==> config.mk <==
export PLATFORM = sky130hd
export DESIGN_NAME = amiga_clock_reset_gen
export DESIGN_NICKNAME = d
export VERILOG_FILES = /design/src/rtl/amiga_pkg.sv /design/src/rtl/amiga_reset_debounce.sv /design/src/rtl/amiga_clock_reset_gen.sv
export SDC_FILE = /design/constraint.sdc
export NUM_CORES = 1
export LEC_CHECK = 0
export CORE_ASPECT_RATIO = 0.9
export CORE_MARGIN = 5
export CORE_UTILIZATION = 23
export DETAILED_ROUTE_END_ITERATION = 10
export HOLD_SLACK_MARGIN = 0.15
export MAX_ROUTING_LAYER = met4
export PLACE_DENSITY_LB_ADDON = 0.08
export SLEW_MARGIN = 5
export SYNTH_ARGS = -nofsm -noshare
export SYNTH_HDL_FRONTEND = slang
export SYNTH_SLANG_ARGS = --single-unit
==> constraint.sdc <==
create_clock -name CLK_28M -period 5 [get_ports CLK_28M]
set_input_delay 0.75 -clock CLK_28M [delete_from_list [all_inputs] [get_ports CLK_28M]]
set_output_delay 0.75 -clock CLK_28M [all_outputs]
set_load 0.01 [all_outputs]
==> src/rtl/amiga_pkg.sv <==
// amiga_pkg: shared FSM states and phase-decode windows for the A1000 clock/reset generator
package amiga_pkg;
  typedef enum logic [1:0] {POR, HOLD, RUN} state_e;
  localparam logic [3:0] C7M_HI  = 4'b0011;
  localparam logic [3:0] CDAC_HI = 4'b0110;
  localparam logic [7:0] C1_HI   = 8'hF0;
  localparam logic [7:0] C3_HI   = 8'hC3;
endpackage

==> src/rtl/amiga_reset_debounce.sv <==
// amiga_reset_debounce: synchronizes _RST_IN and flags a sustained low level
module amiga_reset_debounce #(
  parameter int DEBOUNCE = 8
) (
  input  logic clk,
  input  logic rst,
  input  logic mask,
  input  logic _RST_IN,
  output logic hit
);
  localparam int LW = $clog2(DEBOUNCE + 1);
  localparam logic [LW-1:0] LO_MAX = LW'(DEBOUNCE);
  logic [1:0] sync_q, sync_d;
  logic [LW-1:0] lo_cnt_q, lo_cnt_d;
  always_comb begin
    sync_d = {sync_q[0], _RST_IN};
    lo_cnt_d = (mask || sync_q[1]) ? '0 : (lo_cnt_q == LO_MAX ? lo_cnt_q : lo_cnt_q + 1'b1);
    hit = lo_cnt_q == LO_MAX;
  end
  always_ff @(posedge clk) begin
    if (rst) begin
      sync_q <= 2'b11;
      lo_cnt_q <= '0;
    end else begin
      sync_q <= sync_d;
      lo_cnt_q <= lo_cnt_d;
    end
  end
endmodule

==> src/rtl/amiga_clock_reset_gen.sv <==
// amiga_clock_reset_gen: A1000 phase clocks from 28 MHz and _RST pull-down sequencing
module amiga_clock_reset_gen
  import amiga_pkg::*;
#(
  parameter int RESET_HOLD = 16,
  parameter int DEBOUNCE = 8
) (
  input  logic CLK_28M,
  input  logic RST,
  input  logic _RST_IN,
  input  logic KBRST,
  output logic C7M,
  output logic CDAC,
  output logic _C1,
  output logic _C3,
  output logic _RST_OE,
  output logic RESET_DONE
);
  localparam int HW = $clog2(RESET_HOLD + 1);
  localparam logic [HW-1:0] HOLD_MAX = HW'(RESET_HOLD);
  logic [2:0] p_q, p_d;
  logic [3:0] clk_q, clk_d;
  logic [HW-1:0] hold_cnt_q, hold_cnt_d, hold_inc;
  state_e state_q, state_d;
  logic rst_oe_q, rst_oe_d, done_q, done_d, hit;
  amiga_reset_debounce #(.DEBOUNCE(DEBOUNCE)) u_debounce (
    .clk(CLK_28M),
    .rst(RST),
    .mask(rst_oe_q),
    ._RST_IN(_RST_IN),
    .hit(hit)
  );
  // Decode from p_d so each registered clock matches the phase p_q holds.
  always_comb begin
    p_d = p_q + 3'd1;
    clk_d = {C7M_HI[p_d[1:0]], CDAC_HI[p_d[1:0]], C1_HI[p_d], C3_HI[p_d]};
    hold_inc = hold_cnt_q + HW'(p_q == 3'd7);
    state_d = state_q;
    hold_cnt_d = hold_cnt_q;
    if (state_q == POR) begin
      state_d = HOLD;
    end else if (KBRST || (state_q == RUN && hit)) begin
      state_d = HOLD;
      hold_cnt_d = '0;
    end else if (state_q == HOLD) begin
      state_d = hold_inc == HOLD_MAX ? RUN : HOLD;
      hold_cnt_d = hold_inc == HOLD_MAX ? '0 : hold_inc;
    end
    rst_oe_d = state_d != RUN;
    done_d = state_d == RUN;
  end
  always_ff @(posedge CLK_28M) begin
    if (RST) begin
      p_q <= '0;
      clk_q <= 4'b1001;
      hold_cnt_q <= '0;
      state_q <= POR;
      rst_oe_q <= 1'b1;
      done_q <= 1'b0;
    end else begin
      p_q <= p_d;
      clk_q <= clk_d;
      hold_cnt_q <= hold_cnt_d;
      state_q <= state_d;
      rst_oe_q <= rst_oe_d;
      done_q <= done_d;
    end
  end
  assign {C7M, CDAC, _C1, _C3} = clk_q;
  assign _RST_OE = rst_oe_q;
  assign RESET_DONE = done_q;
endmodule
# Word-level counts from Yosys, hierarchy flattened
# Memories as Yosys holds them, arrays and structs flattened. A register that Yosys moved wholly into a read port is not among the register bits.
# Index checks and enable logic that the tools add are counted.
# op_classes
add_sub_neg,3
order_cmp,2
eq_ne,7
mux,13
bitwise_logic,1
reduce_logical,7
# op_table
op,n
5-bit two-way mux,3
2-bit two-way mux,4
5-bit by 1-bit adder with 5-bit output,1
5-bit == test (second input constant),1
4-bit by 1-bit adder with 4-bit output (second input constant),1
1-bit binary-select mux with 2-bit select,2
2-bit == test (second input constant),2
4-bit == test (second input constant),1
3-bit by 4-bit < comparator with 1-bit output (second input constant),1
1-bit two-way mux,4
3-bit by 1-bit adder with 3-bit output (second input constant),1
3-bit == test (second input constant),1
2-bit by 3-bit < comparator with 1-bit output (second input constant),1
2-bit by 1-bit == test with 1-bit output (second input constant),1
2-bit zero test,1
1-bit logical OR,2
2-bit != test (second input constant),1
2-bit AND reduction,1
2-bit nonzero test,1
2-bit OR reduction,1
1-bit logical AND,1
1-bit NOT,1
# totals
regBits,22
rom_bits,16
out_inout_bits,6
n_memories,2
# mem_list
memory,depth,width,rd,rd_clocked_by_memory_dff,wr,line_no,rtl
(name not given),8,1,1,1,0,amiga_clock_reset_gen.sv:36,"clk_d = {C7M_HI[p_d[1:0]], CDAC_HI[p_d[1:0]], C1_HI[p_d], C3_HI[p_d]};"
(name not given),8,1,1,1,0,amiga_clock_reset_gen.sv:36,

# Longest topological paths before layout
# Gate-level depths: netlist of the first run.
# logic_depth
depth_word,8
ltp_mapped,8
mapped_depth_nobuf,8

# Hierarchy
# A second synthesis of the first run with hierarchy kept.
# unflattened
hier_cells,90
hier_area_um2,909.6
# by_module_without_submodules
module,instances,cells_each,area_per_inst_um2,seq_area_each_um2
amiga_clock_reset_gen,1,66,659.4,300.3
amiga_reset_debounce,1,24,250.2,120.1

# Worst setup path after synthesis of the first run
# Ideal clock, no wire load.
# synth_path
path_type,register to register
startpoint,reg p_q[0]
endpoint,reg state_q[0]
setup_time_ps,132
t_arrival_ps,1725
slack_ps,3142
path_stages_with_launch,9
path_buffers,0
period_less_slack_ps,1858
path_cell_list,dfxtp_1 ha_1 ha_1 ha_1 ha_1 nor2_1 o211ai_1 o31ai_2 a21oi_1
# synth_via
elab_chain_len,7
# synth_rtl
element,line_no,rtl
"start, declared",amiga_clock_reset_gen.sv:21,"logic [2:0] p_q, p_d;"
"start signal, assigned",amiga_clock_reset_gen.sv:61,p_q <= p_d;
3-bit == test,amiga_clock_reset_gen.sv:37,hold_inc = hold_cnt_q + HW'(p_q == 3'd7);
5-bit by 1-bit adder with 5-bit output,amiga_clock_reset_gen.sv:37,
5-bit == test,amiga_clock_reset_gen.sv:46,state_d = hold_inc == HOLD_MAX ? RUN : HOLD;
2-bit two-way mux,amiga_clock_reset_gen.sv:46,
2-bit two-way mux,amiga_clock_reset_gen.sv:45,end else if (state_q == HOLD) begin
2-bit two-way mux,amiga_clock_reset_gen.sv:42,end else if (KBRST || (state_q == RUN && hit)) begin
2-bit two-way mux,amiga_clock_reset_gen.sv:40,if (state_q == POR) begin
"end signal, assigned",amiga_clock_reset_gen.sv:64,state_q <= state_d;
"end, declared",amiga_clock_reset_gen.sv:24,"state_e state_q, state_d;"
# No other way between the ends.
# A chain may end at the register's enable or synchronous reset.

# Worst setup path after layout of the first run
# Same ends and word-level chain as after synthesis.

==> reports/results.tsv, run 1 <==
metric	value	unit
final setup violation count	0	
Hold Fails Final Rpt	0	
synth unique cells	40	
first drt pass iteration count	2	
gr ovfl total	0	
Ports	10	
XOR/XNOR Fraction of Synth Area	5.51	%
synth warn	0	
Commonest cells post-synth	21 x dfxtp_1, 10 x nor2_1, 7 x nand2_1	
Main synth FF type	dfxtp_1	
die width	77.9	µm
Synth top area share	44.1	%
PostCTS Resize Cnt	0	
Synth Area in Compound Gates	14.4	%
post-synthesis cell count	96	
Max Slew Vio Count	0	
Post-synth EDFFs	0	
fin crit period	2.09	ns
vias in the first global route	635	
Synth Cell Area	953	µm²
area post-placement	0.00107	mm²
Initial Utilization	23.6	%
post-synthesis sequential area ratio	44.1	%
R2R setup slack	2.91	ns
die area	0.00553	mm²
largest net degree at the start of global routing	16	
Clk pin slew, worst setup/hold paths	0.07	ns
P&R area growth vs syn	16.8	%
die height	71.1	µm
Hold Slack	0.426	ns
Fmax	0.479	GHz
launching point of the worst reg2reg path	p_q[0]	
startpoint types	flip-flop	
Fin Setup TNS	0	ns
worst path bufs/invs	0	
most frequent CP cell	ha_1	
layout cell share with drive strength beyond 1	11.4	%
DRT Wirelength	1.69	mm
Layout fillers	428	
RSZ-0062 raised after global routing	false	
area leader, netlist	dfxtp_1	
Layout Skew	0.00245	ns
outcome	finished clean	
routed len/inst	11.1	µm
syn nets	106	
asr flop ratio synth	0	%
Required @ worst endpoint	5.12	ns
Final #Nets	116	
PnR worst setup slack	2.91	ns
total track usage	6.85	%
H-tree Lvls	1	
worst rel slew slack	63.4	%
initial antenna violation count	0	
Mean Syn Cell Area	9.93	µm²
Initial DRC Count	26	
latest clock arrival within the worst-skew pair	0.25	ns
CP delay by family, top	adder cells	
drt via density	4.28	
vias post-DR	655	
root buffer cell	clkbuf_8	
largest family of logic cells by synthesized area	simple AND/OR/NAND/NOR gates	
VDD IR-drop max	0.000114	V
Synth Area in Adders	7.87	%
CP max stage delay	0.33	ns
clock sinks	21	
Critical Path Start	p_q[0]	
critical path fanouts, max	5	
global-route wire length before repair	2.95	mm
slew at the pin with the worst max-slew slack	0.547	ns
PwrDens	281	mW/mm²
CP Class	reg -> reg	
# port buffers	9	
fin crit share	41.7	%
Post-CTS Setup Inserts	0	
CTS tree	yes	
Leak	0.418	nW
post-route design area	0.00111	mm²
Hold Crit Start	u_debounce.sync_q[0]	
largest cells by area after synthesis	dfxtp_1 44%, ha_1 7.9%, nor2_1 3.9%, xor2_1 3.7%, nand2_1 2.8%	
Placement Setup Slack	2.81	ns
Final ANT Viol Nets	0	
Placer Congestion	0.717	
FP Rows	22	
crit path capture type	flip-flop	
DRC Markers	0	
synthesis-stage register bit count	21	
MaxCap Viol Count	0	
critical path, cell by cell	ha_1 -> ha_1 -> ha_1 -> ha_1 -> xnor2_1 -> o211ai_1 -> o31ai_2 -> a21oi_1	
core area	0.00405	mm²
cts bufs inserted	3	
clk buf depth	2	
Slowest-stage cell, CP	dfxtp_1	
count leader, synth	dfxtp_1	
multiplexer area fraction after synthesis	2.23	%
post-synthesis simple-gate area fraction	20.2	%
antenna diode count	0	
Post-DP HPWL	1.27	mm
Crit path arrival time	2.21	ns
Post-CTS Hold Fix Bufs	0	
worst hold path type	reg -> reg	
[worst paths after layout]
kind / cells past startpoint / to
max: 8 / state_q[0]
min: 1 / u_debounce.sync_q[1]
max reg2reg: 8 / state_q[0]
min reg2reg: 1 / u_debounce.sync_q[1]
[kinds of logic after synthesis]
group,after synthesis
buf+inv,9
compound gates,16
mux,2
fa+ha+maj,6
xor+xnor,6
flops,21
simple gates,36
[final cells by class]
class	instances	area, µm²	share of cell area [%]
Tap cell	48	60.1	5.39
Timing Repair Buffer	9	90.1	8.09
Clock buffer	4	45.0	4.04
Multi-Input combinational cell	66	479	43.0
Sequential cell	21	420	37.8
Inverter	5	18.8	1.69
[worst reg2reg max path, delay by kind of cell, from the launching register on]
family	cells	cell delay (ns)
flops	1	0.33
compound gates	3	0.57
xor+xnor	1	0.16
fa+ha+maj	4	0.91
[per-stage QoR]
stage,util [%],power (mW),instances
after global placement,26.4,0.211,149
final,27.5,0.313,153
after detailed placement,26.4,0.210,149
after floorplan,-,0.196,96
after CTS,27.5,0.321,153
after global routing,27.5,0.331,153
[power by group]
part | switching [mW] | internal [mW] | leakage, nW
registers | 0.00254 | 0.174 | 0.171
clock network | 0.0509 | 0.0566 | 0.0228
logic | 0.0137 | 0.0157 | 0.224
[registers in the layout, summed over array words and instances (netlist names)]
register / count
hold_cnt_q: 5
state_q: 2
_RST_OE: 1
RESET_DONE: 1
p_q: 3
u_debounce.lo_cnt_q: 4
clk_q: 3
u_debounce.sync_q: 2
[layer usage]
metal,vias to the layer above,wire (µm),track usage [%]
li1,350,-,-
met1,294,959,10.2
met2,9,671,8.06
met3,2,45,1.91
met4,0,17,3.44
met5,-,0,-
[cells in the final DEF, fill, tap and decap left out, drive strengths merged, types with 2 or more instances in the layout]
cell and n:
nor2 10, clkbuf 4, clkdlybuf4s50 9, nand3 3, nand2 7, ha 6, inv 5, dfxtp 21
a21oi 4, nor3 2, a22oi 2, or2 2, nor2b 3, xor2 4, and2b 2, xnor2 2
No activity file was read; power rests on OpenSTA's default activity.
==> inputs of run 2 (changes only) <==
==> constraint.sdc (replaced) <==
create_clock -name CLK_28M -period 2 [get_ports CLK_28M]
set_input_delay 0.3 -clock CLK_28M [delete_from_list [all_inputs] [get_ports CLK_28M]]
set_output_delay 0.3 -clock CLK_28M [all_outputs]
set_load 0.01 [all_outputs]
==> reports/results.tsv, run 2 (same netlist as run 1, synthesis figures left out) <==
metric	value	unit	change
worst hold path type	reg -> reg		
Required @ worst endpoint	2.14	ns	-2.98 ns
startpoint types	flip-flop		
fin crit period	1.84	ns	-0.244 ns
Post-DP HPWL	1.31	mm	+2.6%
DRT Wirelength	1.76	mm	+4.1%
Placer Congestion	0.741		+3.4%
H-tree Lvls	1		unchanged
Final ANT Viol Nets	0		unchanged
Max Slew Vio Count	0		unchanged
outcome	finished clean		
Clock power frac	35.1	%	+0.8 points
vias in the first global route	634		-0.16%
Switching Fraction	22.7	%	+1.2 points
commonest cells after routing, fill and taps aside	21 x dfxtp_1, 10 x nor2_1, 9 x clkdlybuf4s50_1		
antenna diode count	0		unchanged
Final #Nets	120		+3.4%
die width	77.9	µm	unchanged
Crit path arrival time	1.98	ns	-0.23 ns
Ports	10		unchanged
CTS tree	yes		
routed len/inst	11.2	µm	+1.5%
register with the most flip-flops	hold_cnt_q		
Post-CTS Setup Inserts	0		unchanged
slew at the pin with the worst max-slew slack	0.339	ns	-0.208 ns
cts bufs inserted	3		unchanged
largest net degree at the start of global routing	12		-4
Leak	0.432	nW	+3.5%
max FFs per register	5		unchanged
global-route wire length before repair	2.90	mm	-1.9%
fin crit share	92.1	%	+50 points
commonest non-fill, non-tap cell in the layout	dfxtp_1		
PwrDens	686	mW/mm²	+140%
Layout Skew	0.00424	ns	+0.00178 ns
Comb pwr share	10.0	%	+0.6 points
core area	0.00405	mm²	unchanged
Int Power	0.620	mW	+150%
clk buf depth	2		unchanged
Initial Utilization	23.6	%	unchanged
critical path fanouts, max	5		unchanged
CP Class	reg -> reg		
vias post-DR	668		+2.0%
worst rel slew slack	77.4	%	+14 points
Clk pin slew, worst setup/hold paths	0.08	ns	about the same
initial antenna violation count	0		unchanged
latest clock arrival within the worst-skew pair	0.26	ns	about the same
gr ovfl total	0		unchanged
clock sinks	21		unchanged
drt via density	4.25		-0.61%
Fmax	0.543	GHz	+13%
P&R area growth vs syn	22.6	%	
P_sw	0.182	mW	+170%
MaxCap Viol Count	0		unchanged
crit path capture type	flip-flop		
first drt pass iteration count	3		+1
Initial DRC Count	41		+58%
Hold Fails Final Rpt	0		unchanged
layout cell share with drive strength beyond 1	16.5	%	+5.1 points
PnR Total Power	0.802	mW	+160%
DRC Markers	0		unchanged
total track usage	6.94	%	+0.087 points
Fin Setup TNS	0	ns	unchanged
largest registers	hold_cnt_q (5), u_debounce.lo_cnt_q (4)		
root buffer cell	clkbuf_8		
Seq pwr share	54.9	%	-1.4 points
final setup violation count	0		unchanged
die area	0.00553	mm²	unchanged
FP Rows	22		unchanged
die height	71.1	µm	unchanged
VDD IR-drop max	0.000279	V	+140%
# port buffers	9		unchanged
RSZ-0062 raised after global routing	false		
Post-CTS Hold Fix Bufs	0		unchanged
run 2: critical path, cell delays in order (launching register included):
cell      delay, ns
dfxtp_1        0.32
ha_1           0.19
ha_1           0.21
ha_4           0.19
ha_4           0.21
nor2_1         0.10
o211ai_1       0.13
o31ai_2        0.27
nand2_1        0.12
run 2: final timing paths:
check	startpoint	to	slack (ns)	cells after the start
setup / recovery	p_q[0]	_RST_OE	0.16	8
hold / removal	u_debounce.sync_q[0]	u_debounce.sync_q[1]	0.42	1
setup reg to reg	p_q[0]	_RST_OE	0.16	8
hold reg to reg	u_debounce.sync_q[0]	u_debounce.sync_q[1]	0.42	1
run 2: cell type report:
class | instances | area, µm²
Fill cell | 433 | 2880
Clock buffer | 4 | 45.0
Tap cell | 48 | 60.1
Inverter | 5 | 18.8
Sequential cell | 21 | 420
Multi-Input combinational cell | 66 | 504
Timing Repair Buffer | 13 | 120
run 2: metrics by stage:
step | instance area (µm²) | worst slack, ns | cells | hold slack [ns] | util [%]
floorplan | 953 | 0.142 | 96 | 0.372 | -
global placement | 1100 | 0.0485 | 153 | 0.407 | 27.1
detailed placement | 1100 | 0.0551 | 153 | 0.407 | 27.1
CTS | 1140 | 0.0306 | 157 | 0.431 | 28.3
global route | 1170 | 0.0213 | 157 | 0.454 | 28.9
finish | 1170 | 0.158 | 157 | 0.420 | 28.9
run 2: metal layers:
metal | up-vias | GRT usage [%] | part of all wire (%)
met3 | 2 | 1.91 | 2.3
met5 | - | - | 0
met1 | 306 | 9.45 | 57
met2 | 6 | 9.27 | 40
li1 | 354 | - | -
met4 | 0 | 3.44 | 0.96
run 2: timing repair:
action	CTS	global route
endpoints found under the setup margin	0	5
gates resized for setup	0	4
hold endpoints to repair	0	0
run 2: power groups by stage:
stage	Combinational (mW)	Sequential (mW)	Clock, mW
3_5_place_dp	0.0809	0.450	0
2_1_floorplan	0.0348	0.455	0
4_1_cts	0.0818	0.440	0.296
6_report	0.0803	0.440	0.281
5_1_grt	0.0884	0.443	0.318
3_3_place_gp	0.0828	0.450	0
==> inputs of run 3 (changes only) <==
--- a/config.mk
+++ b/config.mk
@@ -5,9 +5,10 @@
 export SDC_FILE = /design/constraint.sdc
 export NUM_CORES = 1
 export LEC_CHECK = 0
+export CAP_MARGIN = 20
 export CORE_ASPECT_RATIO = 0.9
 export CORE_MARGIN = 5
-export CORE_UTILIZATION = 23
+export CORE_UTILIZATION = 37
 export DETAILED_ROUTE_END_ITERATION = 10
 export HOLD_SLACK_MARGIN = 0.15
 export MAX_ROUTING_LAYER = met4
==> reports/results.tsv, run 3 (same netlist as run 1, synthesis figures left out) <==
metric	value	unit	change
CP delay by family, top	adder cells		
Ports	10		unchanged
root buffer cell	clkbuf_4		
CTS tree	yes		
DR top layer	met4		
global-route wire length before repair	2.94	mm	+1.4%
wl on met1	840	µm	-16%
DRC Markers	0		unchanged
final setup violation count	0		unchanged
worst path bufs/invs	1		+1
Detail Route met2 WL	756	µm	+6.9%
layout cell share with drive strength beyond 1	21.1	%	+4.6 points
P&R area growth vs syn	21.7	%	
Final ANT Viol Nets	0		unchanged
clk buf depth	2		unchanged
vias in the first global route	687		+8.4%
first drt pass iteration count	4		+1
largest registers	hold_cnt_q (5), u_debounce.lo_cnt_q (4)		
post-route design area	0.00116	mm²	-0.75%
slew at the pin with the worst max-slew slack	0.332	ns	-0.00668 ns
PnR worst setup slack	0.158	ns	+0.000813 ns
CP max stage delay	0.37	ns	+0.05 ns
Slowest-stage cell, CP	dfxtp_4		
Placer Congestion	0.725		-2.3%
max FFs per register	5		unchanged
core area	0.00247	mm²	-39%
R2R depth	9		+1
Post-DP HPWL	1.20	mm	-8.2%
routed len/inst	12.3	µm	+9.5%
Layout fillers	237		-45%
vias post-DR	691		+3.4%
Max Slew Vio Count	0		unchanged
Clk pin slew, worst setup/hold paths	0.12	ns	+0.04 ns
Crit path arrival time	2.10	ns	+0.12 ns
CP Class	reg -> reg		
worst hold path type	reg -> reg		
Final #Nets	120		unchanged
clock sinks	21		unchanged
R2R setup slack	0.16	ns	about the same
fin crit period	1.84	ns	-0.000813 ns
fin cells	137		-13%
outcome	finished clean		
commonest non-fill, non-tap cell in the layout	dfxtp_1		
startpoint types	flip-flop		
Layout Skew	0.00459	ns	+0.000350 ns
Hold Crit Start	u_debounce.sync_q[0]		
critical path fanouts, max	5		unchanged
DRT Wirelength	1.68	mm	-4.5%
placed insts	132		-14%
die height	58.2	µm	-18%
launching point of the worst reg2reg path	p_q[0]		
WHS Path Cells	1		unchanged
Fmax	0.543	GHz	about the same
# port buffers	9		unchanged
largest net degree at the start of global routing	14		+2
commonest cells after routing, fill and taps aside	20 x dfxtp_1, 9 x nor2_1, 9 x clkdlybuf4s50_1		
Required @ worst endpoint	2.26	ns	+0.12 ns
worst rel slew slack	77.8	%	+0.45 points
latest clock arrival within the worst-skew pair	0.31	ns	+0.05 ns
register with the most flip-flops	hold_cnt_q		
PwrDens	635	mW/mm²	-7.4%
Initial DRC Count	37		-9.8%
antenna diode count	0		unchanged
Hold Fails Final Rpt	0		unchanged
Placement Setup Slack	0.0483	ns	-0.00680 ns
die area	0.00369	mm²	-33%
MaxCap Viol Count	0		unchanged
PnR Total Power	0.736	mW	-8.1%
met3 routed WL	74	µm	+80%
Hold Path End	u_debounce.sync_q[1]		
fin crit share	92.1	%	about the same
drt via density	5.04		+19%
die width	63.5	µm	-18%
cts bufs inserted	3		unchanged
initial antenna violation count	0		unchanged
VDD IR-drop max	0.000409	V	+46%
area post-placement	0.00107	mm²	-3.0%
Reg2Reg Capture Point	state_q[1]		
Leak	0.421	nW	-2.6%
crit path capture type	flip-flop		
Initial Utilization	38.6	%	+15 points
total track usage	10.2	%	+3.2 points
gr ovfl total	0		unchanged
FP Rows	17		-23%
H-tree Lvls	1		unchanged
critical path, cell by cell	ha_4 -> ha_4 -> ha_4 -> ha_4 -> xnor2_1 -> o211ai_1 -> buf_4 -> nor3_1 -> o21a_1		
most frequent CP cell	ha_4		
-- run 3: how the worst max path moves through the flow --
| stage | start | endpoint | slack, ns | cells after the start |
|---|---|---|---|---|
| after CTS | p_q[0] | state_q[0] | 0.01 | 8 |
| after detailed placement | p_q[0] | state_q[0] | 0.05 | 8 |
| after global placement | p_q[0] | _RST_OE | 0.10 | 8 |
| after global routing | p_q[0] | state_q[0] | -0.01 | 8 |
| after floorplan | p_q[0] | state_q[0] | 0.14 | 8 |
| final | p_q[0] | state_q[1] | 0.16 | 9 |
-- run 3: power breakdown --
part           internal [mW]  switching [mW]  total (mW)
clock                 0.0762           0.132       0.208
sequential             0.435         0.00790       0.442
combinational         0.0488          0.0371      0.0859
-- run 3: what timing repair did --
item / 4_1_cts / 5_1_grt
setup endpoints to repair: 0 / 5
hold buffers: 0 / 0
gates resized for setup: 0 / 10
setup buffers: 0 / 2
-- run 3: metal layers --
layer,track usage [%],vias up
met2,15.2,11
li1,-,358
met1,13.0,320
met5,-,-
met3,3.68,2
met4,2.67,0
-- run 3: per-stage QoR --
step | setup TNS (ns) | hold slack (ns) | util (%)
finish | 0 | 0.426 | 47.0
floorplan | 0 | 0.372 | -
detailed placement | 0 | 0.398 | 43.2
global placement | 0 | 0.391 | 43.2
global route | -0.0121 | 0.442 | 47.0
CTS | 0 | 0.430 | 44.4
-- run 3: area by class of cell --
class                   count  area, µm²  share of cell area, %
inverters                   5       18.8                   1.62
well taps                  28       35.0                   3.02
clock inverters             1       7.51                  0.647
flip-flops and latches     21        424                   36.6
multi-input cells          66        532                   45.8
clock buffers               3       22.5                   1.94
repair buffers             13        120                   10.4
-- run 3: worst register-to-register path: stages (launching register included) --
cell      delay [ns]
dfxtp_4         0.37
ha_4            0.16
ha_4            0.15
ha_4            0.17
ha_4            0.17
xnor2_1         0.14
o211ai_1        0.16
buf_4           0.17
nor3_1          0.16
o21a_1          0.13
